<file path="config.mk">
export PLATFORM = sky130hd
export DESIGN_NAME = bit_serializer
export DESIGN_NICKNAME = d
export VERILOG_FILES = /design/src/rtl/bit_serializer_pkg.sv /design/src/rtl/bit_serializer.sv
export SDC_FILE = /design/constraint.sdc
export NUM_CORES = 1
export LEC_CHECK = 0
export ABC_CLOCK_PERIOD_IN_PS = 4000
export BUFFER_PORTS_ARGS = -buffer_cell sky130_fd_sc_hd__clkbuf_2
export CORE_MARGIN = 2
export CORE_UTILIZATION = 55
export DETAILED_ROUTE_END_ITERATION = 8
export PLACE_DENSITY = 0.81
export SYNTH_ARGS = -nofsm -noshare
export SYNTH_HDL_FRONTEND = slang
export SYNTH_SLANG_ARGS = --single-unit
</file>
<file path="constraint.sdc">
create_clock -name clk -period 4 [get_ports clk]
set_clock_uncertainty 0.15 [all_clocks]
set_input_delay 0.6 -clock clk [delete_from_list [all_inputs] [get_ports clk]]
set_output_delay 0.6 -clock clk [all_outputs]
set_load 0.1 [all_outputs]
</file>
<file path="src/rtl/bit_serializer_pkg.sv">
// rtl/bit_serializer_pkg.sv - shared state encoding and counter-width helper for bit_serializer
package bit_serializer_pkg;

    typedef enum logic {
        IDLE  = 1'b0,
        SHIFT = 1'b1
    } state_t;

    // Counter width for a WIDTH-bit frame; never narrower than one bit.
    function automatic int cnt_w(input int width);
        return (width > 1) ? $clog2(width) : 1;
    endfunction

endpackage

</file>
<file path="src/rtl/bit_serializer.sv">
// rtl/bit_serializer.sv - parallel-to-serial transmitter with valid/ready load and framed serial output
module bit_serializer
    import bit_serializer_pkg::*;
#(
    parameter int WIDTH     = 8,
    parameter bit LSB_FIRST = 1'b1
) (
    input  logic             clk,
    input  logic             rst,
    input  logic [WIDTH-1:0] din,
    input  logic             load_valid,
    output logic             load_ready,
    output logic             sout,
    output logic             sout_n,
    output logic             sout_valid,
    output logic             done
);

    localparam int               CNT_W = cnt_w(WIDTH);
    localparam logic [CNT_W-1:0] LAST  = CNT_W'(WIDTH - 1);

    state_t           r_state;
    logic [WIDTH-1:0] r_sreg;
    logic [CNT_W-1:0] r_cnt;

    logic w_shifting;
    logic w_last;
    logic w_accept;
    logic w_bit;

    assign w_shifting = (r_state == SHIFT);
    assign w_last     = w_shifting && (r_cnt == LAST);
    // Accepting during the last bit lets frames run back to back without a gap.
    assign load_ready = !w_shifting || w_last;
    assign w_accept   = load_valid && load_ready;
    assign w_bit      = LSB_FIRST ? r_sreg[0] : r_sreg[WIDTH-1];

    assign sout       = w_shifting & w_bit;
    assign sout_n     = ~sout;
    assign sout_valid = w_shifting;
    assign done       = w_last;

    always_ff @(posedge clk) begin
        if (rst) begin
            r_state <= IDLE;
            r_sreg  <= '0;
            r_cnt   <= '0;
        end else if (w_accept) begin
            r_state <= SHIFT;
            r_sreg  <= din;
            r_cnt   <= '0;
        end else if (w_shifting) begin
            if (w_last) begin
                r_state <= IDLE;
                r_sreg  <= '0;
                r_cnt   <= '0;
            end else begin
                r_cnt <= r_cnt + 1'b1;
                if (LSB_FIRST) begin
                    r_sreg <= {1'b0, r_sreg[WIDTH-1:1]};
                end else begin
                    r_sreg <= {r_sreg[WIDTH-2:0], 1'b0};
                end
            end
        end
    end

endmodule

</file>
Word level (Yosys, flattened, before mapping)
Index checks and enable logic that the tools add are counted.
{ "word_totals": {"in_bits": 11, "word_cells": 20, "regBits": 12, "output_inout_bits": 5} }
{ "classes": {"muxes": 7, "addsub": 1, "reduce_logical": 6, "n_eq_ne": 1, "bitwise_logic": 2} }
{ "ops": {"columns": ["op", "n"], "rows": [
  ["2-to-1 mux 8 bit", 2],
  ["2-to-1 mux 7 bit", 1],
  ["adder 3 x 1 -> 3 bit, second input constant", 1],
  ["== test 3 bit, second input constant", 1],
  ["2-to-1 mux 1 bit", 3],
  ["2-to-1 mux 3 bit", 1],
  ["logical AND 1 bit", 2],
  ["nonzero test 2 bit", 1],
  ["OR reduction 2 bit", 1],
  ["bitwise AND 1 bit", 1],
  ["logical NOT 1 bit", 1],
  ["logical OR 1 bit", 1],
  ["NOT 1 bit", 1]
]} }

Depth between registers and ports, before layout
{ "depth": {"ltp_word": 5, "ltp_mapped": 6, "depth_no_buf": 5} }

Least setup slack after synthesis
Ideal clock, no wire load.
{ "synth_timing": {"path_kind": "reg-to-output", "start": "reg r_state, in the netlist sout_valid", "end": "out sout", "n_path_buf": 1, "arrival_time_ns": 2.783, "t_required_ns": 3.250, "stages_incl_launch_ff": 4, "setup_slack_ns": 0.467, "path_cell_list": "dfxtp_1 -> buf_2 -> nand2_1 -> inv_1"} }
{ "synth_between": {"elab_chain_len": 1} }
{ "synth_rtl": {"columns": ["element", "line_no", "rtl"], "rows": [
  ["start: declaration", "bit_serializer.sv:22", "state_t r_state;"],
  ["start signal: assignment", "bit_serializer.sv:45", "r_state <= IDLE;"],
  ["start signal: assignment", "bit_serializer.sv:49", "r_state <= SHIFT;"],
  ["start signal: assignment", "bit_serializer.sv:54", "r_state <= IDLE;"],
  ["bitwise AND 1 bit", "bit_serializer.sv:38", "assign sout = w_shifting & w_bit;"],
  ["end: declaration", "bit_serializer.sv:13", "output logic sout,"]
]} }
Every way passes these cells.

Final worst setup path
{ "layout_timing": {"start": "reg r_cnt[0]", "end": "out load_ready"} }
{ "layout_between": {"elab_chain_len": 3} }
{ "layout_rtl": {"columns": ["element", "line_no", "rtl"], "rows": [
  ["start: declaration", "bit_serializer.sv:24", "logic [CNT_W-1:0] r_cnt;"],
  ["start signal: assignment", "bit_serializer.sv:58", "r_cnt <= r_cnt + 1'b1;"],
  ["== test 3 bit", "bit_serializer.sv:32", "assign w_last = w_shifting && (r_cnt == LAST);"],
  ["logical AND 1 bit", "bit_serializer.sv:32", null],
  ["logical OR 1 bit", "bit_serializer.sv:34", "assign load_ready = !w_shifting || w_last;"],
  ["end: declaration", "bit_serializer.sv:12", "output logic load_ready,"]
]} }
Every way passes these cells.

==> flow_summary.json <==
{
  "busiest_layer": "met2",
  "grt.met2_usage_pct": 33.87,
  "hp-class": "register to register",
  "ys_ff_latch": 12,
  "die_h_um": 40.07,
  "clkTransAtPathRegs_ps": 60,
  "netlist_instances": 77,
  "drc": 0,
  "grt_max_degree": 17,
  "power.total_w": 0.0002668,
  "n_fill_cell": 95,
  "ant_nets": 0,
  "cts_tree": "yes",
  "finalNetCount": 104,
  "crit_type": "register to output port",
  "rows": 12,
  "clock.fmax_mhz": 391.6,
  "ios": 16,
  "numClockSinks": 12,
  "gp_congestion": 0.7389,
  "seq_area_frac_synth_pct": 33.57,
  "synthesis.nets": 90,
  "slowest_stage": "clkbuf_2",
  "cp-end-kind": "output port",
  "max_stage_delay_ps": 370,
  "drt_pass1_iterations": 4,
  "ys_warn_count": 0,
  "rsz0062_at_grt": "no",
  "grt_pass1_wl_um": 2132,
  "syn_area_um2": 715.7,
  "wl_per_cell_um": 12.94,
  "fin_area_um2": 785.8,
  "max_slew_margin_pct": 64.05,
  "cp_num_buf_inv": 2,
  "finalCriticalPeriod_ps": 2553,
  "wirelength_um": 1333,
  "use_met3_pct": 3.333,
  "syn_to_final_growth_pct": 9.790,
  "tns_ps": 0,
  "cts-root-buf": "clkbuf_4",
  "start_util_pct": 61.90,
  "dpl_worst_slack_ps": 1717,
  "timing.hold.ws_ps": 377.0,
  "required_ps": 3250,
  "setup_viol": 0,
  "grt_pass1_vias": 514,
  "die_area_um2": 1606,
  "grt_use_met1_pct": 25.51,
  "detail_route.iter0.violations": 9,
  "final_max_slew_viol_count": 0,
  "cp_max_fo": 11,
  "cts_inserted_buffers": 3,
  "drive_gt1_share_pct": 38.20,
  "cts_hold_buf": 0,
  "clk_latency_ps": 270,
  "clk_path_buf_depth": 2,
  "worst_setup_path_start_kind": "register",
  "critPathTopFamily": "buffers and inverters",
  "io_buffers": 15,
  "drv_cap": 0,
  "crit_top_cell": "ha_1",
  "postCtsSetupBuffers": 0,
  "coreArea_um2": 1156,
  "ir_worst_vdd_mv": 0.2167,
  "period_share_pct": 63.83,
  "status": "finished, final reports clean",
  "grt-ovfl-total": 0,
  "hold_violations": 0,
  "dpl-instance-area_um2": 763.2,
  "cts-resized-gates": 0,
  "die_w_um": 40.07,
  "p_leak_nw": 0.3781,
  "layout_setup_ws_ps": 1447,
  "gr-usage-all-layers_pct": 20.53,
  "syn_avg_cell_area_um2": 9.295,
  "viasPerCell": 5.311,
  "antenna_cells": 0,
  "num_vias": 547,
  "path_cells": "ha_1, ha_1, nor2b_4, inv_1, clkbuf_2",
  "tightestPinTransition_ps": 541.5,
  "powerDensity_nw_per_um2": 339.5,
  "grt_antenna_before_repair": 0,
  "worstPathArrival_ps": 1800,
  "dpl.hpwl_um": 1004,
  "yosysUniqueCellTypes": 23,
  "h-tree-depth": 1
}
power by group:
group	internal, W	leakage (nW)	total (W)	switching [W]
Combinational	0.0000217	0.265	0.0000608	0.0000391
Clock	0.0000348	0.0138	0.0000709	0.0000360
Sequential	0.000128	0.0990	0.000135	0.00000761
Total	0.000184	0.378	0.000267	0.0000827
kinds of logic (layout without fill, tap and decap cells):
logic type | count (synthesis) | after routing | synth area share (%)
muxes | 2 | 2 | 2.797
and+or+nand+nor | 21 | 21 | 13.64
adders and majority gates | 2 | 2 | 3.496
DFF | 12 | 12 | 33.57
buffers and inverters | 16 | 28 | 11.54
AOI/OAI and AO/OA | 24 | 24 | 34.97
Yosys cell counts, drive strengths merged:
library cell  instances  area share, %
nand3                 1           0.70
inv                  10            5.2
dfxtp                12             34
a21o                  7            7.7
and2                  2            1.7
o32a                  1            1.4
buf                   5            5.6
nor2                 14            7.3
o21a                  1            1.0
or2                   1           0.87
a22oi                 8             13
nand2                 2            1.0
nor2b                 1            1.9
a211oi                7             12
mux2i                 2            2.8
ha                    2            3.5
clkbuf                1           0.70
cell usage in the layout, fill, tap and decap left out:
master | netlist | routed
nor2_1 | 14 | 14
o21a_1 | 1 | 1
a21o_2 | 2 | 2
inv_1 | 10 | 10
ha_1 | 2 | 2
a22oi_1 | 1 | 1
nor2b_4 | 1 | 1
clkbuf_4 | 0 | 3
a21o_1 | 5 | 5
and2_1 | 2 | 2
o32a_1 | 1 | 1
dfxtp_1 | 12 | 12
or2_1 | 1 | 1
nand2_1 | 2 | 2
clkbuf_2 | 1 | 15
a211oi_1 | 1 | 1
a22oi_2 | 7 | 7
nand3_1 | 1 | 1
mux2i_1 | 2 | 2
a211oi_2 | 6 | 6
flip-flops by register name (all words and copies together), names as in the netlist:
register and count:
r_sreg 8, r_cnt 3, sout_valid 1
per-layer routing:
| layer | routed length (um) | vias to the layer above | part of all wire (%) |
|---|---|---|---|
| li1 | - | 289 | - |
| met1 | 613 | 238 | 46 |
| met2 | 632 | 16 | 47 |
| met3 | 64 | 4 | 4.8 |
| met4 | 22 | 0 | 1.7 |
| met5 | 0 | - | 0 |
through the flow:
step                      utilization [%]  cells
final                               67.97    103
after floorplan                         -     77
after CTS                           67.97    103
after global routing                67.97    103
after global placement              66.02    100
after detailed placement            66.02    100
area by class of cell:
class | instances | area [um^2] | area share [%]
Clock buffer | 3 | 22.52 | 2.866
Inverter | 10 | 37.54 | 4.777
Multi-Input combinational cell | 49 | 392.9 | 50.00
Sequential cell | 12 | 240.2 | 30.57
Tap cell | 14 | 17.52 | 2.229
Timing Repair Buffer | 15 | 75.07 | 9.554
final timing paths:
check,start,endpoint,slack [ps],depth (start not counted)
worst max-delay path,r_cnt[0]$_SDFFE_PP0P_,load_ready,1450,5
worst min-delay path,r_cnt[0]$_SDFFE_PP0P_,r_cnt[0]$_SDFFE_PP0P_,380,2
worst max register to register,r_cnt[0]$_SDFFE_PP0P_,r_sreg[3]$_SDFFE_PP0P_,2270,5
worst min register to register,r_cnt[0]$_SDFFE_PP0P_,r_cnt[0]$_SDFFE_PP0P_,380,2
tightest hold or removal path, delay by kind of cell, from the launching register on:
kind             cells  cell delay, ps
multiplexers         1              80
flip-flops           1             350
AND/OR/NAND/NOR      1              70
Power figures use the tool's default switching activity.
